$ cat config.mk
export PLATFORM = sky130hd
export DESIGN_NAME = cmd_arbiter
export DESIGN_NICKNAME = d
export VERILOG_FILES = /design/src/rtl/cmd_arb_pkg.sv /design/src/rtl/arb_down_counter.sv /design/src/rtl/cmd_arbiter.sv
export SDC_FILE = /design/constraint.sdc
export NUM_CORES = 1
export LEC_CHECK = 0
export BUFFER_PORTS_ARGS = -buffer_cell sky130_fd_sc_hd__clkbuf_2
export CORE_ASPECT_RATIO = 1.5
export CORE_MARGIN = 2
export CORE_UTILIZATION = 58
export CTS_CLUSTER_SIZE = 10
export DETAILED_ROUTE_END_ITERATION = 12
export PLACE_DENSITY = 0.81
export SETUP_SLACK_MARGIN = 0.02
export SLEW_MARGIN = 20
export SYNTH_ARGS = -nofsm -noshare
export SYNTH_HDL_FRONTEND = slang
export SYNTH_SLANG_ARGS = --single-unit
$ cat constraint.sdc
create_clock -name clk -period 3.42 [get_ports clk]
set_input_delay 0 -clock clk [delete_from_list [all_inputs] [get_ports clk]]
set_output_delay 0 -clock clk [all_outputs]
set_load 0.005 [all_outputs]
$ cat src/rtl/cmd_arb_pkg.sv
// Shared command codes, default timing constants and FSM state types for cmd_arbiter.
// Latency: n/a (types and constants only).
// Backpressure: n/a.
package cmd_arb_pkg;

    typedef enum logic [2:0] {
        CMD_STOP  = 3'd0,
        CMD_FWD   = 3'd1,
        CMD_BACK  = 3'd2,
        CMD_LEFT  = 3'd3,
        CMD_RIGHT = 3'd4,
        CMD_SPIN  = 3'd5
    } cmd_t;

    // 0.25 s ownership hold and 1 s silence watchdog at 50 MHz
    localparam int HOLD_CYCLES_DEFAULT    = 12_500_000;
    localparam int TIMEOUT_CYCLES_DEFAULT = 50_000_000;

    typedef enum logic {IDLE, OWNED} own_state_t;
    typedef enum logic {EMPTY, FULL} out_state_t;

    // Bits needed to hold 0..max, never less than one
    function automatic int cnt_width(input int max);
        return (max < 1) ? 1 : $clog2(max + 1);
    endfunction

endpackage

$ cat src/rtl/arb_down_counter.sv
// Loadable saturating down-counter with a zero flag.
// Latency: load/tick take effect on the next clk edge; zero is combinational from the count.
// Backpressure: none; tick at zero holds the count at zero.
//
// Ports: clk, reset (sync, active-high), load (count <= MAX, wins over tick),
//        tick (decrement unless already zero), zero (count == 0).
module arb_down_counter
    import cmd_arb_pkg::*;
#(
    parameter int MAX        = 8,
    parameter bit RESET_FULL = 1'b0   // reset to MAX instead of 0
)(
    input  logic clk,
    input  logic reset,
    input  logic load,
    input  logic tick,
    output logic zero
);

    localparam int             W     = cnt_width(MAX);
    localparam logic [W-1:0]   MAX_V = W'(MAX);

    logic [W-1:0] cnt;

    always_ff @(posedge clk) begin
        if (reset) begin
            cnt <= RESET_FULL ? MAX_V : '0;
        end else if (load) begin
            cnt <= MAX_V;
        end else if (tick && (cnt != '0)) begin
            cnt <= cnt - W'(1);
        end
    end

    assign zero = (cnt == '0);

endmodule

$ cat src/rtl/cmd_arbiter.sv
// Fixed-priority command arbiter with ownership hold, per-source mask, last-wins coalescing and silence watchdog.
// Latency: accept at cycle T shows on out_cmd/out_valid and owner/owner_valid at T+1.
// Backpressure: one output slot; a new command while the slot is stalled overwrites it and bumps dropped_count.
//
// Ports: clk, reset (sync, active-high); src_cmd/src_valid/src_enable per source (index 0 = highest priority);
//        out_cmd/out_valid/out_ready towards the translator; owner/owner_valid; timeout_stop; dropped_count.
module cmd_arbiter
    import cmd_arb_pkg::*;
#(
    parameter int               N_SRC          = 4,
    parameter int               CMD_W          = 3,
    parameter int               HOLD_CYCLES    = HOLD_CYCLES_DEFAULT,
    parameter int               TIMEOUT_CYCLES = TIMEOUT_CYCLES_DEFAULT,
    parameter logic [CMD_W-1:0] STOP_CMD       = CMD_W'(CMD_STOP),
    parameter int               SRC_W          = (N_SRC > 1) ? $clog2(N_SRC) : 1
)(
    input  logic                   clk,
    input  logic                   reset,
    input  logic [N_SRC*CMD_W-1:0] src_cmd,
    input  logic [N_SRC-1:0]       src_valid,
    input  logic [N_SRC-1:0]       src_enable,
    output logic [CMD_W-1:0]       out_cmd,
    output logic                   out_valid,
    input  logic                   out_ready,
    output logic [SRC_W-1:0]       owner,
    output logic                   owner_valid,
    output logic                   timeout_stop,
    output logic [7:0]             dropped_count
);

    own_state_t       own_state, own_next;
    out_state_t       out_state, out_next;
    logic             accept;
    logic [SRC_W-1:0] sel;
    logic [CMD_W-1:0] sel_cmd;
    logic [CMD_W-1:0] emit_cmd;
    logic [CMD_W-1:0] ref_cmd;
    logic [CMD_W-1:0] last_sent;
    logic             emit;
    logic             xfer;
    logic             hold_zero;
    logic             wd_zero;
    logic             wd_fire;

    // ---------------- source selection ----------------
    // Scan from the lowest priority upwards so the lowest eligible index is the last write.
    always_comb begin
        accept  = 1'b0;
        sel     = '0;
        sel_cmd = '0;
        for (int i = N_SRC - 1; i >= 0; i--) begin
            if (src_valid[i] && src_enable[i] && (!owner_valid || (SRC_W'(i) <= owner))) begin
                accept  = 1'b1;
                sel     = SRC_W'(i);
                sel_cmd = src_cmd[i*CMD_W +: CMD_W];
            end
        end
    end

    // ---------------- hold and watchdog counters ----------------
    arb_down_counter #(
        .MAX        (HOLD_CYCLES),
        .RESET_FULL (1'b0)
    ) u_hold_cnt (
        .clk   (clk),
        .reset (reset),
        .load  (accept),
        .tick  (owner_valid),
        .zero  (hold_zero)
    );

    // Counts down the remaining silence budget: full = no idle cycles seen yet,
    // zero = TIMEOUT_CYCLES idle cycles since the last accept (or reset).
    arb_down_counter #(
        .MAX        (TIMEOUT_CYCLES),
        .RESET_FULL (1'b1)
    ) u_wd_cnt (
        .clk   (clk),
        .reset (reset),
        .load  (accept),
        .tick  (!accept),
        .zero  (wd_zero)
    );

    // The counter saturates at zero; timeout_stop keeps it from firing again until an accept.
    assign wd_fire = wd_zero && !accept && !timeout_stop;

    always_ff @(posedge clk) begin
        if (reset) begin
            timeout_stop <= 1'b0;
        end else if (accept) begin
            timeout_stop <= 1'b0;
        end else if (wd_fire) begin
            timeout_stop <= 1'b1;
        end
    end

    // ---------------- ownership FSM ----------------
    assign owner_valid = (own_state == OWNED);

    always_ff @(posedge clk) begin
        if (reset) begin
            own_state <= IDLE;
            owner     <= '0;
        end else begin
            own_state <= own_next;
            if (accept) begin
                owner <= sel;
            end
        end
    end

    always_comb begin
        own_next = own_state;
        case (own_state)
            IDLE: begin
                if (accept) begin
                    own_next = OWNED;
                end
            end
            OWNED: begin
                if (accept) begin
                    own_next = OWNED;
                end else if (wd_fire || hold_zero || !src_enable[owner]) begin
                    own_next = IDLE;
                end
            end
            default: own_next = IDLE;
        endcase
    end

    // ---------------- output slot FSM ----------------
    assign out_valid = (out_state == FULL);
    assign xfer      = out_valid && out_ready;

    // Suppress repeats of whatever the translator already has or is about to get.
    assign ref_cmd   = out_valid ? out_cmd : last_sent;
    assign emit_cmd  = accept ? sel_cmd : STOP_CMD;
    assign emit      = (accept || wd_fire) && (emit_cmd != ref_cmd);

    always_comb begin
        out_next = out_state;
        case (out_state)
            EMPTY: begin
                if (emit) begin
                    out_next = FULL;
                end
            end
            FULL: begin
                // Transfer plus a fresh emit keeps the slot full with the new command.
                if (xfer && !emit) begin
                    out_next = EMPTY;
                end
            end
            default: out_next = EMPTY;
        endcase
    end

    always_ff @(posedge clk) begin
        if (reset) begin
            out_state     <= EMPTY;
            out_cmd       <= STOP_CMD;
            last_sent     <= STOP_CMD;
            dropped_count <= 8'd0;
        end else begin
            out_state <= out_next;
            if (xfer) begin
                last_sent <= out_cmd;
            end
            if (emit) begin
                out_cmd <= emit_cmd;
            end
            // Only a stalled slot loses its command; saturate rather than wrap.
            if (emit && out_valid && !xfer && (dropped_count != 8'hFF)) begin
                dropped_count <= dropped_count + 8'd1;
            end
        end
    end

endmodule

==> reports/metrics.cfg <==
[outcome]
outcome=finished clean

[logic_synthesis]
yosysSeqAreaShare_pct=40.63
async_reset_ff_share_pct=0
synthXorXnorAreaFrac_pct=9.790
synth_top_family_by_area=simple AND/OR/NAND/NOR gates
synth_fp_nets=420
yosysWarningCount=0
synth_top_flop_cell=dfxtp_1
ys_seq_elements=69
synth_edf_count=0
synthSimpleGateAreaFrac_pct=28.97
synthMuxAreaShare_pct=2.503
netlist_instances=393
syn_area_um2=3400
synth_compound_area_share_pct=13.91
yosys.area_share.adder_pct=1.472
avgSynthCellArea_um2=8.650
synth_cell_types=50

[power_and_ir_drop]
sw_frac_of_total_pct=27.30
p_per_area_nw_per_um2=515.1
seq_power_share_pct=44.4
p_switching_uw=552.0
ir_drop_v=0.0003467
p_leak_nw=1.427
internal-power_mw=1.470
pwr-share-clk_pct=39.9
total_power_mw=2.022
comb_power_share_pct=15.7

[global_routing]
overflow=0
grt_pass1_vias=2912
grt_start_max_net_pins=36
grt_usage_pct=24.36
grt_pass1_wl_mm=12.49
antenna_found_initial=0

[hold_path]
hp-class=in2reg

[die]
die_width_um=66.51
coreArea_um2=5743
io_pins=39
rows=34
dieArea_um2=6502
die_y_um=97.77
initial_core_util_pct=59.19

[clock_tree]
clkTransAtPathRegs_ps=70
htree_levels=3
postCtsSetupBuffers=0
cts.sinks=69
cts_tree=built
clockBufferDepth=2
cts-root-buf=clkbuf_8
post_cts_resized=0
cts_buffers=9
worstSkewPairLatency_ps=350

[layout]
drive_gt1_share_pct=17.77
n_antenna_cell=0
fillerInstances=472
layout.cells.non_filler=511
final_common_cell=dfxtp_1
layout_common_cells=69 x dfxtp_1, 38 x clkbuf_2, 35 x nor2_1, 29 x xnor2_1, 28 x a21oi_1
syn_to_final_growth_pct=15.46
multiInputGateArea_um2=1926
fin_nets=461
ff_latch_area_um2=1381

[timing]
skew_ps=11.30
min_period_ps=2789
fin_crit_sh_pct=81.54
slew_viol_final=0
setup_viol=0
grt_setup_unrepaired=false
fmaxAchievable_mhz=358.6
whs_ps=109.5
worstMarginPinSlew_ps=773.0
setup_tns_ps=0
final_hold_viol_count=0
setup_ws_ps=631.4
relSlewSlack_pct=47.99

[setup_path]
path_class=reg2reg
required_ps=3650
cp.arrival_ps=3020
path_max_fanout=10
worstSetupStartpointType=flop
end_kind=flop

[placed_design]
port_buffers=38
dp_cells=494
dp_hpwl_mm=5.204
place_ws_ps=666.1
gp_congestion=0.8809

[detailed_routing]
vias=3003
drc=0
wire_per_inst_um=14.18
ant_nets=0
firstDrtPassIters=4
wl_mm=7.247
via_per_inst=5.877
drt_iter0_markers=107

[run]
cap_violations=0

## state kept, by name, summed over array words and instances (netlist names)
signal / flops
dropped_count: 8
last_sent: 3
out_cmd: 3
out_valid: 1
owner: 2
owner_valid: 1
timeout_stop: 1
u_hold_cnt.cnt: 24
u_wd_cnt.cnt: 26
## metal layers
metal / share of wire (%) / wire length (µm) / GRT usage (%) / up-vias
li1: - / - / - / 1515
met1: 41 / 2986 / 27.05 / 1425
met2: 53 / 3864 / 43.00 / 47
met3: 2.7 / 197 / 4.378 / 16
met4: 2.7 / 198 / 12.40 / 0
met5: 0 / 0 / 0 / -
## layout make-up
| class | instances | share of cell area, % |
|---|---|---|
| Clock buffer | 9 | 3.156 |
| Clock inverter | 7 | 3.092 |
| Inverter | 8 | 0.7651 |
| Multi-Input combinational cell | 300 | 49.06 |
| Sequential cell | 69 | 35.19 |
| Tap cell | 72 | 2.295 |
| Timing Repair Buffer | 46 | 6.439 |
## cell families (layout without fill, tap and decap cells)
| logic type | Yosys count | in the layout |
|---|---|---|
| muxes | 7 | 7 |
| AOI/OAI and AO/OA | 74 | 74 |
| adders and majority gates | 4 | 4 |
| buffers and inverters | 24 | 70 |
| xor gates and xnor gates | 38 | 38 |
| DFF | 69 | 69 |
| and+or+nand+nor | 177 | 177 |
## final timing paths
path                        start  cells past startpoint               end  slack, ps
setup / recovery  u_wd_cnt.cnt[8]                      7  dropped_count[4]        630
hold / removal       src_valid[2]                      4          owner[0]        110
setup reg to reg  u_wd_cnt.cnt[8]                      7  dropped_count[4]        630
hold reg to reg      last_sent[0]                      2      last_sent[0]        460
## stage by stage
stage	instance area (µm²)	utilization (%)
3_3_place_gp	3670	63.90
3_5_place_dp	3670	63.90
5_1_grt	3925	68.34
4_1_cts	3925	68.34
2_1_floorplan	3400	-
6_report	3925	68.34
## synthesized netlist by cell type (5+ instances only)
master / number / area, µm²
dfxtp_1: 69 / 1381
nor2_1: 35 / 131.4
xnor2_1: 29 / 254.0
a21oi_1: 28 / 140.1
nand2_1: 23 / 86.33
nand3_1: 20 / 100.1
nor3_1: 20 / 100.1
o21ai_0: 16 / 80.08
clkbuf_1: 12 / 45.04
or3_1: 12 / 75.07
nand4_1: 11 / 68.82
nor4_1: 11 / 68.82
xor2_1: 9 / 78.83
inv_1: 8 / 30.03
nand2b_1: 8 / 50.05
or4_1: 8 / 60.06
a211oi_1: 6 / 45.04
nor2b_1: 5 / 31.28
## power by group through the flow
stage	Sequential, mW	Combinational [mW]	Clock, mW
after detailed placement	0.916	0.314	0
final	0.898	0.317	0.807
after CTS	0.898	0.317	0.816
after global routing	0.907	0.354	0.851
after global placement	0.913	0.307	0
after floorplan	0.902	0.237	0
## critical path, cell delays in order, from the launching register on
cell and delay, ps:
dfxtp_1 350, or4_4 560, or4_4 460, nand4b_4 240, o31ai_4 400, nand2_1 140, nor3_1 180, mux2_2 350
## what timing repair did
item                                   in CTS  in global routing
setup endpoints to repair                   0                  0
hold buffers                                1                  0
endpoints found under the hold margin       3                  0
(Power assumes the default switching activity.)
